==> config.mk <==
export PLATFORM = sky130hd
export DESIGN_NAME = instr_fetch_sequencer
export DESIGN_NICKNAME = d
export VERILOG_FILES = /design/src/rtl/instr_fetch_sequencer.sv
export SDC_FILE = /design/constraint.sdc
export NUM_CORES = 1
export LEC_CHECK = 0
export BUFFER_PORTS_ARGS = -buffer_cell sky130_fd_sc_hd__buf_2
export CORE_UTILIZATION = 50
export DETAILED_ROUTE_END_ITERATION = 6
export PLACE_DENSITY = 0.86
export REMOVE_ABC_BUFFERS = 1
export SLEW_MARGIN = 40
export SYNTH_ARGS = -nofsm -noshare
export SYNTH_HDL_FRONTEND = slang
export SYNTH_SLANG_ARGS = --single-unit
==> constraint.sdc <==
create_clock -name clk -period 1.7 [get_ports clk]
set_input_delay 0.17 -clock clk [delete_from_list [all_inputs] [get_ports clk]]
set_output_delay 0.17 -clock clk [all_outputs]
set_load 0.05 [all_outputs]
==> src/rtl/instr_fetch_sequencer.sv <==
// Instruction fetch sequencer: owns the PC, reads two bytes per
// instruction and presents the assembled 16-bit word to decode.
module instr_fetch_sequencer #(
    parameter int                ADDR_W   = 8,
    parameter logic [ADDR_W-1:0] RESET_PC = '0
) (
    input  logic              clk,
    input  logic              reset,
    output logic              mem_en,
    output logic [ADDR_W-1:0] mem_addr,
    input  logic [7:0]        mem_rdata,
    output logic [15:0]       instr,
    output logic [ADDR_W-1:0] instr_pc,
    output logic              instr_valid,
    input  logic              instr_ready,
    input  logic              redirect_valid,
    input  logic [ADDR_W-1:0] redirect_pc,
    input  logic              halt_req,
    output logic [ADDR_W-1:0] pc,
    output logic              busy
);

    typedef enum logic [1:0] {
        S_HI,
        S_LO,
        S_CAP,
        S_VALID
    } state_t;

    state_t     state;
    state_t     state_nxt;
    logic [7:0] hi_reg;

    // State register
    always_ff @(posedge clk or posedge reset) begin
        if (reset) begin
            state <= S_HI;
        end else begin
            state <= state_nxt;
        end
    end

    // Next state: a redirect always restarts at the high-byte read
    always_comb begin
        state_nxt = state;
        if (redirect_valid) begin
            state_nxt = S_HI;
        end else begin
            unique case (state)
                S_HI:    if (!halt_req) state_nxt = S_LO;
                S_LO:    state_nxt = S_CAP;
                S_CAP:   state_nxt = S_VALID;
                S_VALID: if (instr_ready) state_nxt = S_HI;
                default: state_nxt = S_HI;
            endcase
        end
    end

    // Memory strobe/address decoded from state, forced idle during reset
    always_comb begin
        mem_en   = 1'b0;
        mem_addr = '0;
        if (!reset) begin
            unique case (state)
                S_HI: begin
                    mem_en   = ~halt_req;
                    mem_addr = pc;
                end
                S_LO: begin
                    mem_en   = 1'b1;
                    mem_addr = pc + 1'b1;
                end
                default: begin
                    mem_en   = 1'b0;
                    mem_addr = '0;
                end
            endcase
        end
    end

    // Busy whenever a fetch is in flight or an instruction waits on decode
    always_comb begin
        busy = (state == S_LO) | (state == S_CAP) | instr_valid;
    end

    // PC, byte capture and instruction holding registers
    always_ff @(posedge clk or posedge reset) begin
        if (reset) begin
            pc          <= RESET_PC;
            hi_reg      <= '0;
            instr       <= '0;
            instr_pc    <= '0;
            instr_valid <= 1'b0;
        end else if (redirect_valid) begin
            pc          <= {redirect_pc[ADDR_W-1:1], 1'b0};
            instr_valid <= 1'b0;
        end else begin
            unique case (state)
                S_LO: begin
                    hi_reg <= mem_rdata;
                end
                S_CAP: begin
                    instr       <= {hi_reg, mem_rdata};
                    instr_pc    <= pc;
                    pc          <= pc + ADDR_W'(2);
                    instr_valid <= 1'b1;
                end
                S_VALID: begin
                    if (instr_ready) instr_valid <= 1'b0;
                end
                default: begin
                end
            endcase
        end
    end

endmodule

* Word-level counts from Yosys, hierarchy flattened
Index checks and enable logic that the tools add are counted.
** Operators by class
- Eq/ne operators :: 5
- Multiplexer cells :: 13
- $add $sub $neg :: 2
- Reductions and logical operators :: 7
- Bitwise logic cells :: 4
** Operators with widths (count)
- 8-bit two-way mux :: 3
- 8-bit one-hot mux with 2 select lines :: 1
- 8-bit by 1-bit adder with 8-bit output (second input constant) :: 1
- 8-bit by 2-bit adder with 8-bit output (second input constant) :: 1
- 2-bit one-hot mux with 4 select lines :: 1
- 2-bit AND reduction :: 4
- 2-bit two-way mux :: 3
- 3-bit inequality test (second input constant) :: 2
- 2-bit equality test (second input constant) :: 2
- 1-bit one-hot mux with 2 select lines :: 2
- 1-bit two-way mux :: 3
- 3-bit nonzero test :: 1
- 2-bit by 1-bit equality test with 1-bit output (second input constant) :: 1
- 2-bit zero test :: 1
- 1-bit NOT :: 2
- 1-bit OR :: 2
- 2-bit nonzero test :: 1
** Word-level totals
- Logic and storage cells :: 37
- Input bits :: 21
- Output and inout bits :: 43
- Flip-flop bits (word level) :: 43

* Depth between registers and ports, before layout
- Depth after elaboration :: 3
- Gate-level depth with buffers :: 7
- Gate-level depth less buffers :: 5

* Least setup slack after synthesis
No wires, ideal clock.
- Kind :: register to output
- Start :: reg state[1]
- End :: out mem_en
- Data arrival time :: 1.916 ns
- Setup slack :: -0.386 ns
- Cell stages (with the launch flop) :: 5
- Buffers on the path :: 0
- Data required time :: 1.530 ns
- Path through :: dfrtp_1 inv_1 ha_1 inv_1 a211oi_1
** Between the ends
- Cells in the longest elaborated chain, start to end :: 3
- Elaborated cells on any way between the ends :: 4
- Classes of those cells :: eq/ne (1); mux (2); reduce/logical (1)
** Ends and longest elaborated chain
- start: declaration :: line 30 : state_t state;
- start signal: assignment :: line 39 : state <= state_nxt;
- 2-bit by 1-bit equality test with 1-bit output / 2-bit zero test (equally long branches) :: line 64 : unique case (state)
- 1-bit one-hot mux with 2 select lines * :: line 64
- 1-bit two-way mux * :: line 63 : if (!reset) begin
- end: declaration :: line 9 : output logic mem_en,
Mark *: on every way between the ends. The rest lies on a longest branch, timed or not.

* Worst setup path in the final report
Same ends and word-level chain as after synthesis.

==> flow_summary.yaml <==
grt:
  grt_pass1_wl_um: 6330
  antenna_found_initial: 0
  overflow: 0
  first_global_vias: 1323
  grt_start_max_net_pins: 42
  grt_use_total_pct: 20.1
critical_path:
  critPathKind: "reg2out"
  crit_required_ps: 1530
  crit_path_top_delay_cell: "dfrtp_1"
  cp_max_fo: 3
  critPathArrivalTime_ps: 1530
  cp.buffers_inverters: 3
  start_kind: "register"
  path_cells: "inv_2 > ha_4 > inv_1 > a211oi_1 > buf_4"
  crit_family: "flip-flops"
  cpPeakStageDelay_ps: 400
  crit_path_end_kind: "primary output"
  rrSetupSlack_ps: 60
die:
  core_area_um2: 3690
  initial_core_util_pct: 52.6
  die_w_um: 64.3
  row_count: 22
  die_h_um: 64.3
  pin_count: 64
  die_area_um2: 4130
final_layout:
  area_delta_synth_final_pct: 30.1
  final_cells: 263
  nFillCells: 286
  nNetsFinal: 240
  largest_register_ff_count: 16
  n_antenna_cell: 0
  fin_util_pct: 68.4
  layout-drive-gt1-share_pct: 57.2
timing:
  finalCriticalPeriod_ps: 1700
  tightest_slew_ps: 516
  period_share_pct: 99.9
  finClkSkew_ps: 6.28
  final_max_slew_viol_count: 0
  setup_viol_count_final: 0
  relSlewSlack_pct: 65.6
  fmax_mhz: 589
  layout_setup_ws_ps: 1.80
  rsz0062_at_grt: "yes"
  hold_viol: 0
detailed_routing:
  viasPerCell: 4.99
  drc: 0
  wl_um: 3760
  wl_per_cell_um: 14.3
  first_iter_violations: 104
  firstDrtPassIters: 4
  ant_nets: 0
  via_count: 1312
clock_tree:
  insertion_delay_ps: 280
  htreeDepth: 2
  cts_buffer_depth: 2
  cts_buffers: 5
  cts.sinks: 41
  clk_pin_slew_worst_paths_ps: 80
  ctsHoldBuffers: 0
  tritoncts: "yes"
  root_buffer: "clkbuf_8"
synthesis:
  yosys.area_share.simple_pct: 10.2
  avgSynthCellArea_um2: 13.5
  yosys_warnings: 0
  synth.mux.area_fraction_pct: 22.4
  synth_cell_type_count: 30
  ys_seq_elements: 41
  synth_xor_area_share_pct: 1.81
  ys_top_cells_by_count: "41 x dfrtp_1, 20 x mux2_4, 9 x nand2_1"
  yosys-top-cells-area: "dfrtp_1 53%, mux2_4 15%, mux2_2 4.6%"
  synth_ff_type: "dfrtp_1"
  synth_top_area_share_pct: 52.9
  synth-edff-count: 0
  syn_inst: 144
  yosysMostFrequentCell: "dfrtp_1"
  ys_seq_area_share_pct: 52.9
  ys_async_sr_fraction_pct: 100
  synth_top_family_by_area: "multiplexers"
  synthAdderAreaFrac_pct: 3.23
  synth_area_um2: 1940
  synth-compound-area-share_pct: 4.13
  yosysTopAreaCell: "dfrtp_1"
flow_run:
  maxCapViolCount: 0
placed_design:
  gp_congestion: 0.726
  dp_hpwl_um: 2550
  dp.cells: 252
  dp_slack_ps: 31.1
  port_buffers: 60
power:
  p_leak_uw: 0.00124
  ir_drop_uv: 852
  power_density_nw_per_um2: 1870
hold_path:
  hold_class: "in2async"
status:
  outcome: "finished, final reports clean"
==> per-layer routing <==
| metal | up-vias | track usage, % | part of all wire, % |
|---|---|---|---|
| met5 | - | 0 | 0 |
| met4 | 0 | 3.33 | 0 |
| met3 | 0 | 4.46 | 4.8 |
| met2 | 44 | 35.1 | 53 |
| met1 | 648 | 25.7 | 43 |
| li1 | 620 | - | - |
==> cells in the final DEF, fill, tap and decap left out, types with 2 or more instances in the layout <==
master / count
a21oi_1: 3
inv_1: 2
nand2_1: 9
xor2_1: 3
buf_8: 5
ha_1: 2
clkinv_2: 2
mux2_4: 20
a31oi_1: 2
buf_4: 10
o21ai_0: 7
buf_6: 2
ha_4: 3
inv_2: 3
and2_1: 3
nor2_1: 4
clkbuf_8: 5
nor2b_1: 2
o21ai_1: 2
mux2_1: 3
or3_1: 3
and2_4: 5
mux2_2: 8
conb_1: 2
dfrtp_1: 40
buf_2: 51
==> worst reg2reg max path, stage by stage, from the launching register on <==
cell	delay (ps)
dfrtp_2	450
inv_2	90
buf_4	120
ha_4	140
buf_4	130
nand4_4	110
or3_1	370
a31oi_1	140
==> timing repair <==
item / in CTS / in global routing
gates resized for setup: 30 / 11
setup buffers: 3 / 0
endpoints found under the setup margin: 9 / 11
pin swaps: 4 / 7
gates cloned: 0 / 0
==> cell families after synthesis <==
group / count (synthesis)
AO/OA/AOI/OAI: 15
flip-flops: 41
buffers and inverters: 12
multiplexers: 32
other: 1
XOR/XNOR: 4
AND/OR/NAND/NOR: 34
adder cells (fa/ha/maj): 5
==> layout make-up <==
class	count	area, um^2	area share, %
Multi-Input combinational cell	92	886	35.1
Clock buffer	6	72.6	2.88
Inverter	5	18.8	0.744
Sequential cell	41	1030	40.7
Tap cell	48	60.1	2.38
Timing Repair Buffer	69	448	17.8
Clock inverter	2	10.0	0.397
==> through the flow <==
stage	cell area (um^2)	setup TNS, ps	power (uW)	hold WS [ps]
final	2520	0	4720	54.8
after global routing	2520	-215	4960	100
after CTS	2490	0	4720	67.6
after detailed placement	2280	0	4010	356
after global placement	2280	0	3930	350
after floorplan	1860	-4950	3460	233
==> final timing paths <==
check                                           start               endpoint  depth (start not counted)
worst max-delay path             state[1]$_DFFE_PP0P_                 mem_en                          5
worst min-delay path                            reset   state[1]$_DFFE_PP0P_                          3
worst max register to register   state[0]$_DFFE_PP0P_      pc[6]$_DFFE_PP0N_                          7
worst min register to register  instr[14]$_DFFE_PP0P_  instr[14]$_DFFE_PP0P_                          1
max in group asynchronous                       reset   state[0]$_DFFE_PP0P_                          3
min in group clk                       redirect_pc[2]      pc[2]$_DFFE_PP0N_                          3
==> power by group <==
part           leakage, uW  internal (uW)  switching, uW
combinational     0.000696            870           1620
sequential        0.000495           1370            249
clock            0.0000450            285            318
total              0.00124           2530           2190
No activity file was read; power rests on OpenSTA's default activity.
